<file path="config.mk">
export PLATFORM = sky130hd
export DESIGN_NAME = apu_dispatch
export DESIGN_NICKNAME = d
export VERILOG_FILES = /design/src/rtl/apu_dispatch.sv
export SDC_FILE = /design/constraint.sdc
export NUM_CORES = 1
export LEC_CHECK = 0
export CAP_MARGIN = 40
export CELL_PAD_IN_SITES_DETAIL_PLACEMENT = 2
export CELL_PAD_IN_SITES_GLOBAL_PLACEMENT = 2
export CORE_ASPECT_RATIO = 1.2
export CORE_MARGIN = 2
export CORE_UTILIZATION = 40
export CTS_CLUSTER_DIAMETER = 50
export DETAILED_ROUTE_END_ITERATION = 12
export DONT_BUFFER_PORTS = 1
export GPL_ROUTABILITY_DRIVEN = 1
export PLACE_DENSITY = 0.9
export RECOVER_POWER = 100
export SYNTH_ARGS = -nofsm -noshare
export SYNTH_HDL_FRONTEND = slang
export SYNTH_SLANG_ARGS = --single-unit
</file>
<file path="constraint.sdc">
create_clock -name clock -period 3.2 [get_ports clock]
set_input_delay 0.16 -clock clock [delete_from_list [all_inputs] [get_ports clock]]
set_output_delay 0.16 -clock clock [all_outputs]
set_load 0.03 [all_outputs]
</file>
<file path="src/rtl/apu_dispatch.sv">
// Purpose: issue one APU instruction at a time, read its operands, hand them to the APU and write the result back.
// Latency: at least 2 cycles from accept to writeback; the next instruction is accepted the cycle after writeback.
// Backpressure: instr_ready is low while an instruction is in flight; apu_req holds the operands until apu_gnt.
module apu_dispatch #(
    parameter int XLEN     = 32,
    parameter int APU_OP_W = 6,
    parameter int NFLAGS   = 5,
    parameter int TIMEOUT  = 64
) (
    input  logic                clock,
    input  logic                reset,
    input  logic                instr_valid,
    output logic                instr_ready,
    input  logic [APU_OP_W-1:0] instr_op,
    input  logic [4:0]          instr_rs1,
    input  logic [4:0]          instr_rs2,
    input  logic [4:0]          instr_rd,
    output logic [4:0]          rs1,
    output logic [4:0]          rs2,
    input  logic [XLEN-1:0]     apu_operands_i_1,
    input  logic [XLEN-1:0]     apu_operands_i_2,
    output logic                apu_req,
    input  logic                apu_gnt,
    output logic [APU_OP_W-1:0] apu_op,
    output logic [XLEN-1:0]     apu_operand_a,
    output logic [XLEN-1:0]     apu_operand_b,
    input  logic                apu_rvalid,
    input  logic [XLEN-1:0]     apu_result,
    input  logic [NFLAGS-1:0]   apu_flags,
    output logic [4:0]          rd,
    output logic [XLEN-1:0]     rd_data,
    output logic                register_file_enable,
    output logic [NFLAGS-1:0]   fflags,
    input  logic                fflags_clear,
    output logic                timeout_err,
    output logic                busy
);

    localparam int CNT_W = $clog2(TIMEOUT);

    typedef enum logic [1:0] {
        S_IDLE,
        S_REQ,
        S_WAIT,
        S_WB
    } state_t;

    state_t             state;
    state_t             state_nxt;
    logic [CNT_W-1:0]   wait_cnt;
    logic [NFLAGS-1:0]  flags_q;
    logic               accept;
    logic               capture;
    logic               timeout_hit;

    // Register file read addresses follow decode directly so operands are ready at accept.
    assign rs1 = instr_rs1;
    assign rs2 = instr_rs2;

    assign instr_ready = (state == S_IDLE);
    assign apu_req     = (state == S_REQ);
    assign busy        = (state != S_IDLE);

    // Next-state logic; capture marks the cycle the APU result is taken.
    always_comb begin
        state_nxt   = state;
        accept      = 1'b0;
        capture     = 1'b0;
        timeout_hit = 1'b0;
        case (state)
            S_IDLE: begin
                if (instr_valid) begin
                    accept    = 1'b1;
                    state_nxt = S_REQ;
                end
            end
            S_REQ: begin
                if (apu_gnt) begin
                    if (apu_rvalid) begin
                        capture   = 1'b1;
                        state_nxt = S_WB;
                    end else begin
                        state_nxt = S_WAIT;
                    end
                end
            end
            S_WAIT: begin
                if (apu_rvalid) begin
                    capture   = 1'b1;
                    state_nxt = S_WB;
                end else if (wait_cnt == CNT_W'(TIMEOUT - 1)) begin
                    timeout_hit = 1'b1;
                    state_nxt   = S_IDLE;
                end
            end
            S_WB: begin
                state_nxt = S_IDLE;
            end
            default: begin
                state_nxt = S_IDLE;
            end
        endcase
    end

    // State register.
    always_ff @(posedge clock or negedge reset) begin
        if (!reset) begin
            state <= S_IDLE;
        end else begin
            state <= state_nxt;
        end
    end

    // Operand/op/destination latch at accept; result and flags latch when the APU responds.
    always_ff @(posedge clock or negedge reset) begin
        if (!reset) begin
            apu_op        <= '0;
            apu_operand_a <= '0;
            apu_operand_b <= '0;
            rd            <= '0;
            rd_data       <= '0;
            flags_q       <= '0;
        end else begin
            if (accept) begin
                apu_op        <= instr_op;
                apu_operand_a <= apu_operands_i_1;
                apu_operand_b <= apu_operands_i_2;
                rd            <= instr_rd;
            end
            if (capture) begin
                rd_data <= apu_result;
                flags_q <= apu_flags;
            end
        end
    end

    // Writeback strobe is high for the single WB cycle, suppressed for x0.
    always_ff @(posedge clock or negedge reset) begin
        if (!reset) begin
            register_file_enable <= 1'b0;
        end else begin
            register_file_enable <= capture && (rd != 5'd0);
        end
    end

    // WAIT cycle counter, restarted on every grant.
    always_ff @(posedge clock or negedge reset) begin
        if (!reset) begin
            wait_cnt <= '0;
        end else if (state == S_REQ) begin
            wait_cnt <= '0;
        end else if (state == S_WAIT) begin
            wait_cnt <= wait_cnt + 1'b1;
        end
    end

    // Sticky flags: a clear coinciding with WB drops old flags but keeps the new ones.
    always_ff @(posedge clock or negedge reset) begin
        if (!reset) begin
            fflags      <= '0;
            timeout_err <= 1'b0;
        end else begin
            if (state == S_WB) begin
                fflags <= (fflags_clear ? '0 : fflags) | flags_q;
            end else if (fflags_clear) begin
                fflags <= '0;
            end
            if (timeout_hit) begin
                timeout_err <= 1'b1;
            end
        end
    end

endmodule

</file>
==> out/metrics.csv, run 1 <==
metric,value,unit
ys_seq_area_frac,0.625,
ys_async_sr_fraction,1.00,
yosysTopAreaCell,dfrtp_1,
synthSimpleGateAreaFrac,0.0187,
cts_buffers,17,
synthTopCellsByCount,"dfrtp_1, mux2_2, mux2_4",
synth.area.mux_share,0.267,
place.gp.congestion,0.703,
synth-edff-count,0,
synth_top_area_share,0.625,
synth-xor-area-share,0.00345,
dpl.hpwl,8.63,mm
synthTopCellsByArea,"dfrtp_1, mux2_2, mux2_4",
haltStage,clock tree synthesis,
cts_setup_buffers,0,
ctsResizeCount,0,
synth_adder_area_share,0.0148,
stop_error,[ERROR RSZ-0060] Max buffer count reached.,
synth-compound-area-share,0.0283,
cts_root_buffer,clkbuf_16,
synth_top_flop_cell,dfrtp_1,
syn_inst,328,
die_h,127,um
yosysMostFrequentCell,dfrtp_1,
synth-seq-cells,127,
syn-num-nets,462,
numPortBuffers,0,
start_util,0.405,
synth_top_family_by_area,multiplexers,
cts_max_level,4,
hold_buffers,101,
status,did not finish,
cts_buffer_depth,2,
synth_area,5080,um^2
io_pins,255,
fp-row-count,45,
synthDistinctLibCells,31,
die_width,107,um
synth_warnings,0,
syn_avg_cell_area,15.5,um^2
numClockSinks,127,
[metrics by stage]
| stage | worst slack, ps | instance area, um^2 | utilization | instances |
|---|---|---|---|---|
| detailed placement | 858 | 5190 | 0.413 | 471 |
| global placement | 964 | 5160 | 0.411 | 470 |
| floorplan | 1270 | 5080 | - | 328 |
[cell families after synthesis]
kind of cell	Yosys count
flops	127
mux	114
buf+inv	37
compound gates	22
simple gates	20
fa+ha+maj	6
xor+xnor	2
==> run 2, diff against run 1 <==
==> config.mk (replaced) <==
export PLATFORM = sky130hd
export DESIGN_NAME = apu_dispatch
export DESIGN_NICKNAME = d
export VERILOG_FILES = /design/src/rtl/apu_dispatch.sv
export SDC_FILE = /design/constraint.sdc
export NUM_CORES = 1
export LEC_CHECK = 0
export CAP_MARGIN = 40
export CORE_MARGIN = 2
export CORE_UTILIZATION = 25
export DETAILED_ROUTE_END_ITERATION = 12
export DONT_BUFFER_PORTS = 1
export GPL_ROUTABILITY_DRIVEN = 1
export PLACE_DENSITY_LB_ADDON = 0.15
export RECOVER_POWER = 100
export SYNTH_ARGS = -nofsm -noshare
export SYNTH_HDL_FRONTEND = slang
export SYNTH_SLANG_ARGS = --single-unit
==> run 2 against run 1 <==
The flow now finishes, with violations (capacitance limit, slew limit). Synthesized cell count stayed put. Area after synthesis unchanged.
==> out/metrics.csv, run 2 <==
metric,value,unit
reg2reg_slack,770,ps
slew_headroom,-0.155,
design.core.area,20100,um^2
drv_cap,1,
grt_pass1_vias,3398,
numPortBuffers,0,
grt_overflow_total,0,
ys_seq_area_frac,0.625,
required,3490,ps
numClockSinks,127,
final_common_cell,dfrtp_1,
die_width,147,um
critPathKind,flop to flop,
cts_tree,done,
cp_max_fo,51,
worstMarginPinSlew,1730,ps
synthTopCellsByArea,"dfrtp_1, mux2_2, mux2_4",
min_period,2430,ps
start_util,0.253,
skew,6.89,ps
fp-row-count,52,
drt_iter0_drc,76,
status,finished with violations,
dpl.hpwl,7.64,mm
grt.total_usage,0.110,
cts_root_buffer,clkbuf_16,
cts_buffers,17,
cp-end-kind,flop,
setup_violations,0,
syn-num-nets,462,
ctsResizeCount,0,
grt_pass1_wl,18.6,mm
synth_top_flop_cell,dfrtp_1,
hold_class,input pin to flop,
synth_warnings,0,
holdWs,81.0,ps
cts_buffer_depth,2,
min_path_cells,3,
synth_area,5080,um^2
route.detailed.drc,0,
final_cell_mix,"dfrtp_1, dlygate4sd3_1, mux2_2",
top_regs,"apu_operand_a: 32 flops, apu_operand_b: 32 flops, rd_data: 32 flops",
place.gp.congestion,0.718,
cp_data_arrival_time,2720,ps
synthDistinctLibCells,31,
hold_viol,0,
yosysMostFrequentCell,dfrtp_1,
syn_avg_cell_area,15.5,um^2
synthTopCellsByCount,"dfrtp_1, mux2_2, mux2_4",
wire_per_inst,16.1,um
max_freq,412,MHz
cts_max_level,4,
cts.clk_slew.worst_paths,60,ps
die_h,147,um
clk_latency,410,ps
ys_async_sr_fraction,1.00,
rsz0062_at_grt,no,
routed_via_density,4.16,
irDropWorstVdd,0.474,mV
fin_util,0.348,
yosysTopAreaCell,dfrtp_1,
slew_viol_final,128,
dieArea,21500,um^2
power_density,1140,nW/um^2
syn_inst,328,
cts_setup_buffers,0,
synth-edff-count,0,
io_pins,255,
hold_buffers,116,
leakagePower,0.00296,uW
wl,11.7,mm
dr_total_vias,3023,
n_fill_cell,1928,
worstSetupStartpointType,flop,
synth_top_area_share,0.625,
timing.setup.tns,0,ps
drive_gt1_frac,0.281,
syn2layout_area_growth,37.5,%
final_nets,577,
drtPass1Iterations,4,
violations,"capacitance limit, slew limit",
ant_nets,0,
finalCritPeriodShare,0.759,
antenna_found_initial,0,
synth-seq-cells,127,
rr_worst_depth,6,
n_antenna_cell,0,
grt_max_degree,128,
run 2: cell counts after synthesis:
No cell type changed its count.
run 2: layout make-up:
type                            instances  area [um^2]  share of cell area
Sequential cell                       127         3180               0.455
Multi-Input combinational cell        164         1630               0.233
Timing Repair Buffer                  120         1210               0.174
Clock buffer                           20          447              0.0639
Tap cell                              270          338              0.0483
Clock inverter                         12          138              0.0197
Inverter                               13         48.8             0.00698
run 2: final timing paths:
kind,startpoint,endpoint
setup reg to reg,state[0],apu_operand_a[13]
hold / removal,apu_rvalid,state[1]
setup / recovery,state[0],apu_operand_a[13]
max in group asynchronous,reset,wait_cnt[2]
hold reg to reg,flags_q[4],fflags[4]
min in group asynchronous,reset,apu_operand_a[9]
run 2: cell families (layout without fill, tap and decap cells):
| group | after synthesis | after routing | synth area share |
|---|---|---|---|
| compound gates | 22 | 22 | 0.0283 |
| xor+xnor | 2 | 2 | 0.00345 |
| fa+ha+maj | 6 | 6 | 0.0148 |
| buf+inv | 37 | 165 | 0.0431 |
| flops | 127 | 127 | 0.625 |
| mux | 114 | 114 | 0.267 |
| simple gates | 20 | 20 | 0.0187 |
run 2: layer usage:
metal / vias up / wire length [um] / global-route usage
met5: - / 0 / 0
met4: 0 / 274 / 0.0549
met3: 16 / 838 / 0.0406
met2: 136 / 6170 / 0.187
met1: 1519 / 4400 / 0.123
li1: 1352 / - / -
run 2: power by group:
group	switching (uW)	internal (uW)	leakage (uW)	total, uW
registers	2070	2390	0.00152	4460
logic	666	940	0.00116	1610
clock network	743	1170	0.000281	1920
total	3480	4510	0.00296	7980
run 2: worst max-delay path, cell delays in order (launching register included):
cell	delay, ps
dfrtp_1	420
inv_1	100
ha_1	370
nand2_4	100
clkbuf_2	570
buf_16	330
mux2_2	380
run 2: per-stage QoR:
step	instances	setup slack (ps)	cell area (um^2)	total power (uW)
4_1_cts	726	884	7090	8250
3_3_place_gp	577	883	5300	6070
6_report	726	773	6990	7980
3_5_place_dp	578	889	5330	6140
5_1_grt	726	612	6990	8410
2_1_floorplan	328	1270	5080	5720
(Power assumes the default switching activity.)
==> run 3, diff against run 2 <==
==> constraint.sdc (replaced) <==
create_clock -name clock -period 2 [get_ports clock]
set_input_delay 0.1 -clock clock [delete_from_list [all_inputs] [get_ports clock]]
set_output_delay 0.1 -clock clock [all_outputs]
set_load 0.03 [all_outputs]
==> run 3 against run 2 <==
The flow finishes with violations (hold timing). Combinational power grew 61%. Register-to-register slack got worse by 610 ps. Non-clock buffer count is 3 higher. Count of clock-buffer cells in the layout is the same. Global-route usage is 0.051 points higher. Worst setup slack got worse by 610 ps. Sequential share of layout area down 0.32 points. Flip-flop and latch count unchanged. Utilization is 0.25 points higher. Power increased by 62%.
==> out/metrics.csv, run 3 (synthesis gave the netlist of run 2 again) <==
metric,value,unit
power.share.clock,0.248,
cts_root_buffer,clkbuf_16,
status,finished with violations,
p_switching,5500,uW
max_freq,543,MHz
final_nets,580,
slew_headroom,0.755,
cts_max_level,4,
drv_cap,0,
numPortBuffers,0,
total_power,12900,uW
ant_nets,0,
violations,hold timing,
place.gp.congestion,0.704,
crit_chain,"inv_1, ha_1, nand2_4, buf_6, mux2_2",
power_switching_share,0.426,
pwr-share-comb,0.200,
required,2290,ps
worstSetupStartpointType,flop,
max_stage_delay,420,ps
wire_per_inst,15.7,um
cp_data_arrival_time,2130,ps
wl,11.5,mm
hold_viol,127,
clk_latency,410,ps
design.core.area,20100,um^2
r2r-start,state[0],
dpl.hpwl,7.66,mm
leakagePower,0.00300,uW
finalCritPeriodShare,0.921,
antenna_found_initial,0,
drtPass1Iterations,4,
rsz0062_at_grt,no,
crit_slowest_cell,dfrtp_1,
die_width,147,um
cts_buffers,17,
rr_worst_depth,5,
top_regs,"apu_operand_a: 32 flops, apu_operand_b: 32 flops, rd_data: 32 flops",
power_density,1840,nW/um^2
dieArea,21500,um^2
holdWs,-618,ps
critPathLaunch,state[0],
cp-end-kind,flop,
cts_tree,done,
final_common_cell,dfrtp_1,
dr_total_vias,3030,
cts_buffer_depth,2,
ctsResizeCount,0,
routed_via_density,4.16,
n_fill_cell,1912,
worstMarginPinSlew,368,ps
cellInternalPower,7430,uW
hold_buffers,114,
cts_setup_buffers,0,
grt_overflow_total,0,
grt.total_usage,0.111,
numClockSinks,127,
grt_pass1_wl,18.3,mm
grt_max_degree,128,
slew_viol_final,0,
hold_class,input pin to asynchronous set/reset pin,
p_seq_frac,0.552,
route.detailed.drc,0,
cp_max_fo,28,
die_h,147,um
n_antenna_cell,0,
drt_iter0_drc,55,
fp-row-count,52,
timing.setup.tns,0,ps
critPathKind,flop to flop,
cts.clk_slew.worst_paths,60,ps
start_util,0.253,
syn2layout_area_growth,38.5,%
irDropWorstVdd,0.674,mV
io_pins,255,
drive_gt1_frac,0.294,
grt_pass1_vias,3423,
setup_violations,0,
skew,5.92,ps
final_cell_mix,"dfrtp_1, dlygate4sd3_1, mux2_2",
min_period,1840,ps
==> run 3: cell count changes in the layout (fill, tap and decap cells not counted), sizes merged <==
cell	previous run	this run
buf	2	6
dlygate4sd3	115	114
inv	14	15
clkinv	7	5
bufinv	2	3
==> run 3: critical path: cells and delay by family, from the launching register on <==
kind          cells  cell delay [ps]
flops             1              420
buf+inv           2              410
mux               1              370
fa+ha+maj         1              250
simple gates      1              250
==> run 3: final cells by class <==
class | count | area (um^2) | share of cell area
clock buffer | 20 | 457 | 0.0649
clock inverter | 12 | 159 | 0.0226
inverter | 13 | 48.8 | 0.00693
multi-input combinational | 164 | 1630 | 0.232
sequential | 127 | 3180 | 0.451
tap | 270 | 338 | 0.0480
timing repair buffer | 123 | 1230 | 0.175
==> run 3: worst paths after layout <==
path / to / slack (ps)
max: apu_operand_a[6] / 160
max reg2reg: apu_operand_a[6] / 160
min reg2reg: fflags[2] / 480
min: apu_operand_a[3] / -620
min in group clock: state[0] / 50
max in group asynchronous: wait_cnt[5] / 2430
==> run 3: metrics by stage <==
step	setup WS, ps	cell area (um^2)	std cells	util	hold WS, ps
after global placement	246	5370	583	0.267	-192
after floorplan	73.3	5080	328	-	-196
final	158	7040	729	0.350	-618
after CTS	181	7130	729	0.354	-648
after detailed placement	198	5370	583	0.267	-194
after global routing	46.1	7040	729	0.350	-659
==> run 3: routing by layer <==
layer | global-route usage | vias to the layer above | routed length [um] | share of wire
met3 | 0.0484 | 15 | 837 | 0.073
met5 | 0 | - | 0 | 0
met1 | 0.115 | 1522 | 4260 | 0.37
met2 | 0.192 | 126 | 6120 | 0.53
met4 | 0.0553 | 0 | 255 | 0.022
li1 | - | 1367 | - | -
==> run 3: power by group through the flow <==
stage	clock network [uW]	logic (uW)	registers [uW]
finish	3200	2590	7140
global route	3450	2870	7300
CTS	3320	2860	7180
detailed placement	0	2680	7210
global placement	0	2590	7240
floorplan	0	2310	6850
